--- src/rtl/data_sync_pkg.sv ---
// Shared definitions for the data synchronizer: state encodings, default width, counter sizing.
package data_sync_pkg;

    typedef enum logic [2:0] {
        ST_IDLE    = 3'd0,
        ST_SETUP   = 3'd1,
        ST_HOLD    = 3'd2,
        ST_GAP     = 3'd3,
        ST_REQ     = 3'd4,
        ST_RELEASE = 3'd5
    } state_t;

    localparam int DEFAULT_DATA_WIDTH = 8;

    function automatic int cnt_width(input int hold_cycles, input int gap_cycles);
        int max_cycles;
        max_cycles = (hold_cycles > gap_cycles) ? hold_cycles : gap_cycles;
        return $clog2(max_cycles + 1);
    endfunction

endpackage

--- src/rtl/bit_sync.sv ---
// Multi-flop synchronizer for a single asynchronous bit; resets to 0.
module bit_sync #(
    parameter int NUM_STAGES = 2
) (
    input  logic clk,
    input  logic rst,
    input  logic d,
    output logic q
);

    logic [NUM_STAGES-1:0] chain;

    always_ff @(posedge clk or posedge rst) begin
        if (rst) begin
            chain <= '0;
        end else begin
            chain <= (chain << 1) | NUM_STAGES'(d);
        end
    end

    assign q = chain[NUM_STAGES-1];

endmodule

--- src/rtl/data_sync_tx.sv ---
// Source-domain launcher: holds unsync_bus stable and toggles a registered bus_enable per word.
// Define DATA_SYNC_TX_ACK_EN for a closed-loop 4-phase handshake on dest_ack instead of fixed timing.
module data_sync_tx
    import data_sync_pkg::*;
#(
    parameter int DATA_WIDTH  = DEFAULT_DATA_WIDTH,
    parameter int HOLD_CYCLES = 6,
    parameter int GAP_CYCLES  = 2,
    parameter int NUM_STAGES  = 2
) (
    input  logic                  src_clk,
    input  logic                  src_rst,
    input  logic [DATA_WIDTH-1:0] in_data,
    input  logic                  in_valid,
    output logic                  in_ready,
    output logic [DATA_WIDTH-1:0] unsync_bus,
    output logic                  bus_enable,
    output logic                  busy,
`ifdef DATA_SYNC_TX_ACK_EN
    input  logic                  dest_ack,
`endif
    output logic [2:0]            debug_state
);

    // Handshake: a word is taken on a rising edge where in_valid && in_ready; in_ready is high only in IDLE.
    localparam int CW = cnt_width(HOLD_CYCLES, GAP_CYCLES);
    localparam logic [CW-1:0] HOLD_LOAD = CW'(HOLD_CYCLES);
    localparam logic [CW-1:0] GAP_LOAD  = CW'(GAP_CYCLES);

    // The receiver must see enable through its sync chain before it can drop.
    if (HOLD_CYCLES < NUM_STAGES + 2 || GAP_CYCLES < 1 || NUM_STAGES < 1) begin : g_bad_params
        $error("data_sync_tx: invalid HOLD_CYCLES/GAP_CYCLES/NUM_STAGES");
    end

    state_t        state, state_next;
    logic [CW-1:0] cnt, cnt_next;
    logic          accept;

`ifdef DATA_SYNC_TX_ACK_EN
    logic ack_s;
    logic armed;

    bit_sync #(.NUM_STAGES(NUM_STAGES)) u_ack_sync (
        .clk (src_clk),
        .rst (src_rst),
        .d   (dest_ack),
        .q   (ack_s)
    );

    // A stale-high ack must fall before its rising edge can complete the request.
    always_ff @(posedge src_clk or posedge src_rst) begin
        if (src_rst) begin
            armed <= 1'b0;
        end else if (state == ST_SETUP) begin
            armed <= ~ack_s;
        end else if (state == ST_REQ && !ack_s) begin
            armed <= 1'b1;
        end
    end
`endif

    always_ff @(posedge src_clk or posedge src_rst) begin
        if (src_rst) begin
            state      <= ST_IDLE;
            cnt        <= '0;
            unsync_bus <= '0;
            bus_enable <= 1'b0;
        end else begin
            state      <= state_next;
            cnt        <= cnt_next;
            bus_enable <= (state_next == ST_HOLD) || (state_next == ST_REQ);
            if (accept) begin
                unsync_bus <= in_data;
            end
        end
    end

    always_comb begin
        state_next = state;
        cnt_next   = cnt;
        unique case (state)
            ST_IDLE: begin
                if (in_valid) begin
                    state_next = ST_SETUP;
                end
            end
`ifdef DATA_SYNC_TX_ACK_EN
            ST_SETUP: state_next = ST_REQ;
            ST_REQ: begin
                if (ack_s && armed) begin
                    state_next = ST_RELEASE;
                end
            end
            ST_RELEASE: begin
                if (!ack_s) begin
                    state_next = ST_IDLE;
                end
            end
`else
            ST_SETUP: begin
                state_next = ST_HOLD;
                cnt_next   = HOLD_LOAD;
            end
            ST_HOLD: begin
                if (cnt == CW'(1)) begin
                    state_next = ST_GAP;
                    cnt_next   = GAP_LOAD;
                end else begin
                    cnt_next = cnt - CW'(1);
                end
            end
            ST_GAP: begin
                if (cnt == CW'(1)) begin
                    state_next = ST_IDLE;
                    cnt_next   = '0;
                end else begin
                    cnt_next = cnt - CW'(1);
                end
            end
`endif
            default: begin
                state_next = ST_IDLE;
                cnt_next   = '0;
            end
        endcase
    end

    always_comb begin
        in_ready    = (state == ST_IDLE);
        busy        = ~in_ready;
        accept      = in_ready && in_valid;
        debug_state = state;
    end

endmodule

--- config.mk ---
export PLATFORM = sky130hd
export DESIGN_NAME = data_sync_tx
export DESIGN_NICKNAME = d
export VERILOG_FILES = /design/src/rtl/data_sync_pkg.sv /design/src/rtl/bit_sync.sv /design/src/rtl/data_sync_tx.sv
export SDC_FILE = /design/constraint.sdc
export NUM_CORES = 1
export LEC_CHECK = 0
export ABC_CLOCK_PERIOD_IN_PS = 1600
export CAP_MARGIN = 10
export CORE_UTILIZATION = 25
export CTS_CLUSTER_DIAMETER = 120
export DETAILED_ROUTE_END_ITERATION = 8
export GPL_TIMING_DRIVEN = 0
export HOLD_SLACK_MARGIN = 0.05
export PLACE_DENSITY = 0.56
export SLEW_MARGIN = 15
export SYNTH_ARGS = -nofsm -noshare
export SYNTH_HDL_FRONTEND = slang
export SYNTH_SLANG_ARGS = --single-unit
--- constraint.sdc ---
create_clock -name src_clk -period 1.6 [get_ports src_clk]
set_input_delay 0.24 -clock src_clk [delete_from_list [all_inputs] [get_ports src_clk]]
set_output_delay 0.24 -clock src_clk [all_outputs]
set_load 0.01 [all_outputs]
==> results.yml <==
layout:
  final_area_mm2: 0.00102
  antenna_cells: 0
  syn_to_final_growth_pct: 42.6
  drive_gt1_share_pct: 22.2
  nFillCells: 275
  final_net_count: 95
synthesis:
  syn-instance-count: 53
  synth_seq_cells: 15
  yosysWarnings: 0
  syn_area_um2: 714
  syn_nets: 66
  synthFlopType: "dfrtp_1"
  postSynthAreaPerCell_um2: 13.5
  async_reset_ff_share_pct: 100
  synth_seq_area_share_pct: 52.5
  synth.distinct_cells: 22
  synth_edf_count: 0
timing:
  max_slew_margin_pct: 62.5
  finalCriticalPeriod_ns: 1.54
  tightest_slew_ns: 0.562
  skew_ns: 0.00316
  finalMaxSlewViolations: 0
  timing.setup.tns_ns: 0
  rsz0062_at_grt: "no"
  hold_violations: 0
  fmax_ghz: 0.650
  fin_crit_sh_pct: 96.2
  finalSetupViolations: 0
routing:
  ant_nets: 0
  drt-wirelength-per-cell_um: 11.3
  vias: 477
  first_pass_iters: 4
  routed_via_density: 4.26
  drc: 0
  wirelength_um: 1260
  dr.first_iter.drc_count: 7
global_routing:
  grt_util_all_layers_pct: 9.49
  grt_start_max_net_pins: 16
  first_global_vias: 507
  grt_pass1_wl_um: 2260
  grt_overflow: 0
  antenna_found_initial: 0
clock_network:
  cts_buffers: 3
  hold_buffers: 0
  cts_setup_buffers: 0
  path_clk_slew_ns: 0.09
  cts-root-buf: "clkbuf_4"
  cts_tree: "built"
  clock_latency_ns: 0.28
  clockBufferDepth: 2
  htree_levels: 1
  cts_sinks: 15
critical_path:
  regToRegSetupSlack_ns: 0.15
  reg2reg_depth: 5
  endpoint: "debug_state[2]"
  critPathKind: "reg -> out"
  crit_cells: 1
  cp-start-kind: "flip-flop"
  worstPathMaxFanout: 7
  path_cells: "clkdlybuf4s50_1"
  cpLargestDelayFamily: "buffers and inverters"
  worst_path_max_delay_cell: "clkdlybuf4s50_1"
  cp.required_ns: 1.36
  cp-startpoint: "debug_state[2]$_DFF_PP0_"
  cpPeakStageDelay_ns: 0.57
  path_buf_inv: 1
  r2r_end: "unsync_bus[3]$_DFFE_PP0P_"
  r2r_start: "debug_state[0]$_DFF_PP0_"
  critPathCaptureType: "primary output"
  arrival_ns: 1.30
pwr:
  power_density_mw_per_mm2: 1050
  finalPower_mw: 1.06
  peakVddDrop_mv: 0.702
  p_leak_nw: 0.441
floorplan:
  fp-row-count: 19
  fp.dieH_um: 55.5
  io_pins: 25
  die_w_um: 55.5
  design.die.area_mm2: 0.00308
  start_util_pct: 26.1
  core_area_mm2: 0.00273
place:
  gp_congestion: 0.675
  dpl.hpwl_um: 929
  io_buffer_count: 24
  dpl_cell_area_um2: 993
flow_run:
  cap_violations: 0
worst_hold_path:
  hp-class: "in -> async"
status:
  status: "finished clean"
==> sequential cells by signal, summed over array words and instances (netlist names) <==
name	flops
debug_state	3
bus_enable	1
unsync_bus	8
cnt	3
==> what timing repair did <==
| action | in CTS | in global routing |
|---|---|---|
| pin swaps | 1 | 0 |
| setup endpoints to repair | 3 | 2 |
| resized for setup | 5 | 2 |
==> where the power goes <==
part / internal, mW / switching, mW / total, mW
combinational: 0.236 / 0.127 / 0.363
clock: 0.0968 / 0.117 / 0.213
sequential: 0.447 / 0.0413 / 0.488
total: 0.780 / 0.285 / 1.06
==> placed cells by master (no fill, tap or decap), types with 2 or more instances in the layout <==
master | netlist | layout
mux2_4 | 8 | 8
a31oi_1 | 2 | 2
clkdlybuf4s50_1 | 0 | 22
clkbuf_4 | 0 | 3
or3_1 | 2 | 2
inv_1 | 4 | 4
nand2_1 | 2 | 2
ha_1 | 2 | 2
nand2b_1 | 3 | 3
dfrtp_1 | 15 | 14
o21bai_1 | 2 | 2
==> stage by stage <==
step	hold slack (ns)	util, %	cells	setup slack, ns
final	0.299	37.3	112	0.0604
after floorplan	0.141	-	53	0.110
after detailed placement	0.497	36.3	108	0.0876
after global placement	0.495	36.3	108	0.0930
after global routing	0.344	37.3	112	0.00359
after CTS	0.318	37.4	112	0.00935
==> cells in the mapped netlist, types with 2 or more instances <==
cell      count  share of area (%)
inv_1         4                2.1
nand2_1       2                1.1
or3_1         2                1.8
ha_1          2                3.5
dfrtp_1      15                 53
a31oi_1       2                1.8
o21bai_1      2                2.1
mux2_4        8                 17
nand2b_1      3                2.6
==> routing by layer <==
metal / global-route usage, % / routed length [um] / part of all wire, %
met1: 11.8 / 589 / 47
met4: 3.21 / 13 / 1.0
met2: 15.0 / 598 / 47
met3: 3.75 / 59 / 4.7
met5: 0 / 0 / 0
==> area by class of cell <==
cell class | count | area [um^2] | share of cell area (%)
Clock buffer | 4 | 26.3 | 2.58
Buffer | 3 | 38.8 | 3.81
Sequential cell | 15 | 377 | 37.0
Inverter | 4 | 15.0 | 1.47
Tap cell | 31 | 38.8 | 3.81
Timing Repair Buffer | 24 | 235 | 23.1
Multi-Input combinational cell | 31 | 288 | 28.3
==> cells by family after synthesis <==
kind of cell,count (synthesis),share of synthesized area (%)
buffers and inverters,7,7.18
xor gates and xnor gates,1,1.23
DFF,15,52.5
adders and majority gates,2,3.50
other,1,0.525
muxes,8,16.8
AOI/OAI and AO/OA,7,6.48
and+or+nand+nor,12,11.7
==> worst min-delay path by stage <==
stage | from | end | slack (ns)
2_1_floorplan | src_rst | bus_enable$_DFF_PP0_ | 0.14
3_3_place_gp | unsync_bus[2]$_DFFE_PP0P_ | unsync_bus[2]$_DFFE_PP0P_ | 0.50
3_5_place_dp | unsync_bus[3]$_DFFE_PP0P_ | unsync_bus[3]$_DFFE_PP0P_ | 0.50
4_1_cts | src_rst | unsync_bus[5]$_DFFE_PP0P_ | 0.32
5_1_grt | src_rst | unsync_bus[5]$_DFFE_PP0P_ | 0.34
6_report | src_rst | unsync_bus[5]$_DFFE_PP0P_ | 0.30
Power figures use the tool's default switching activity.
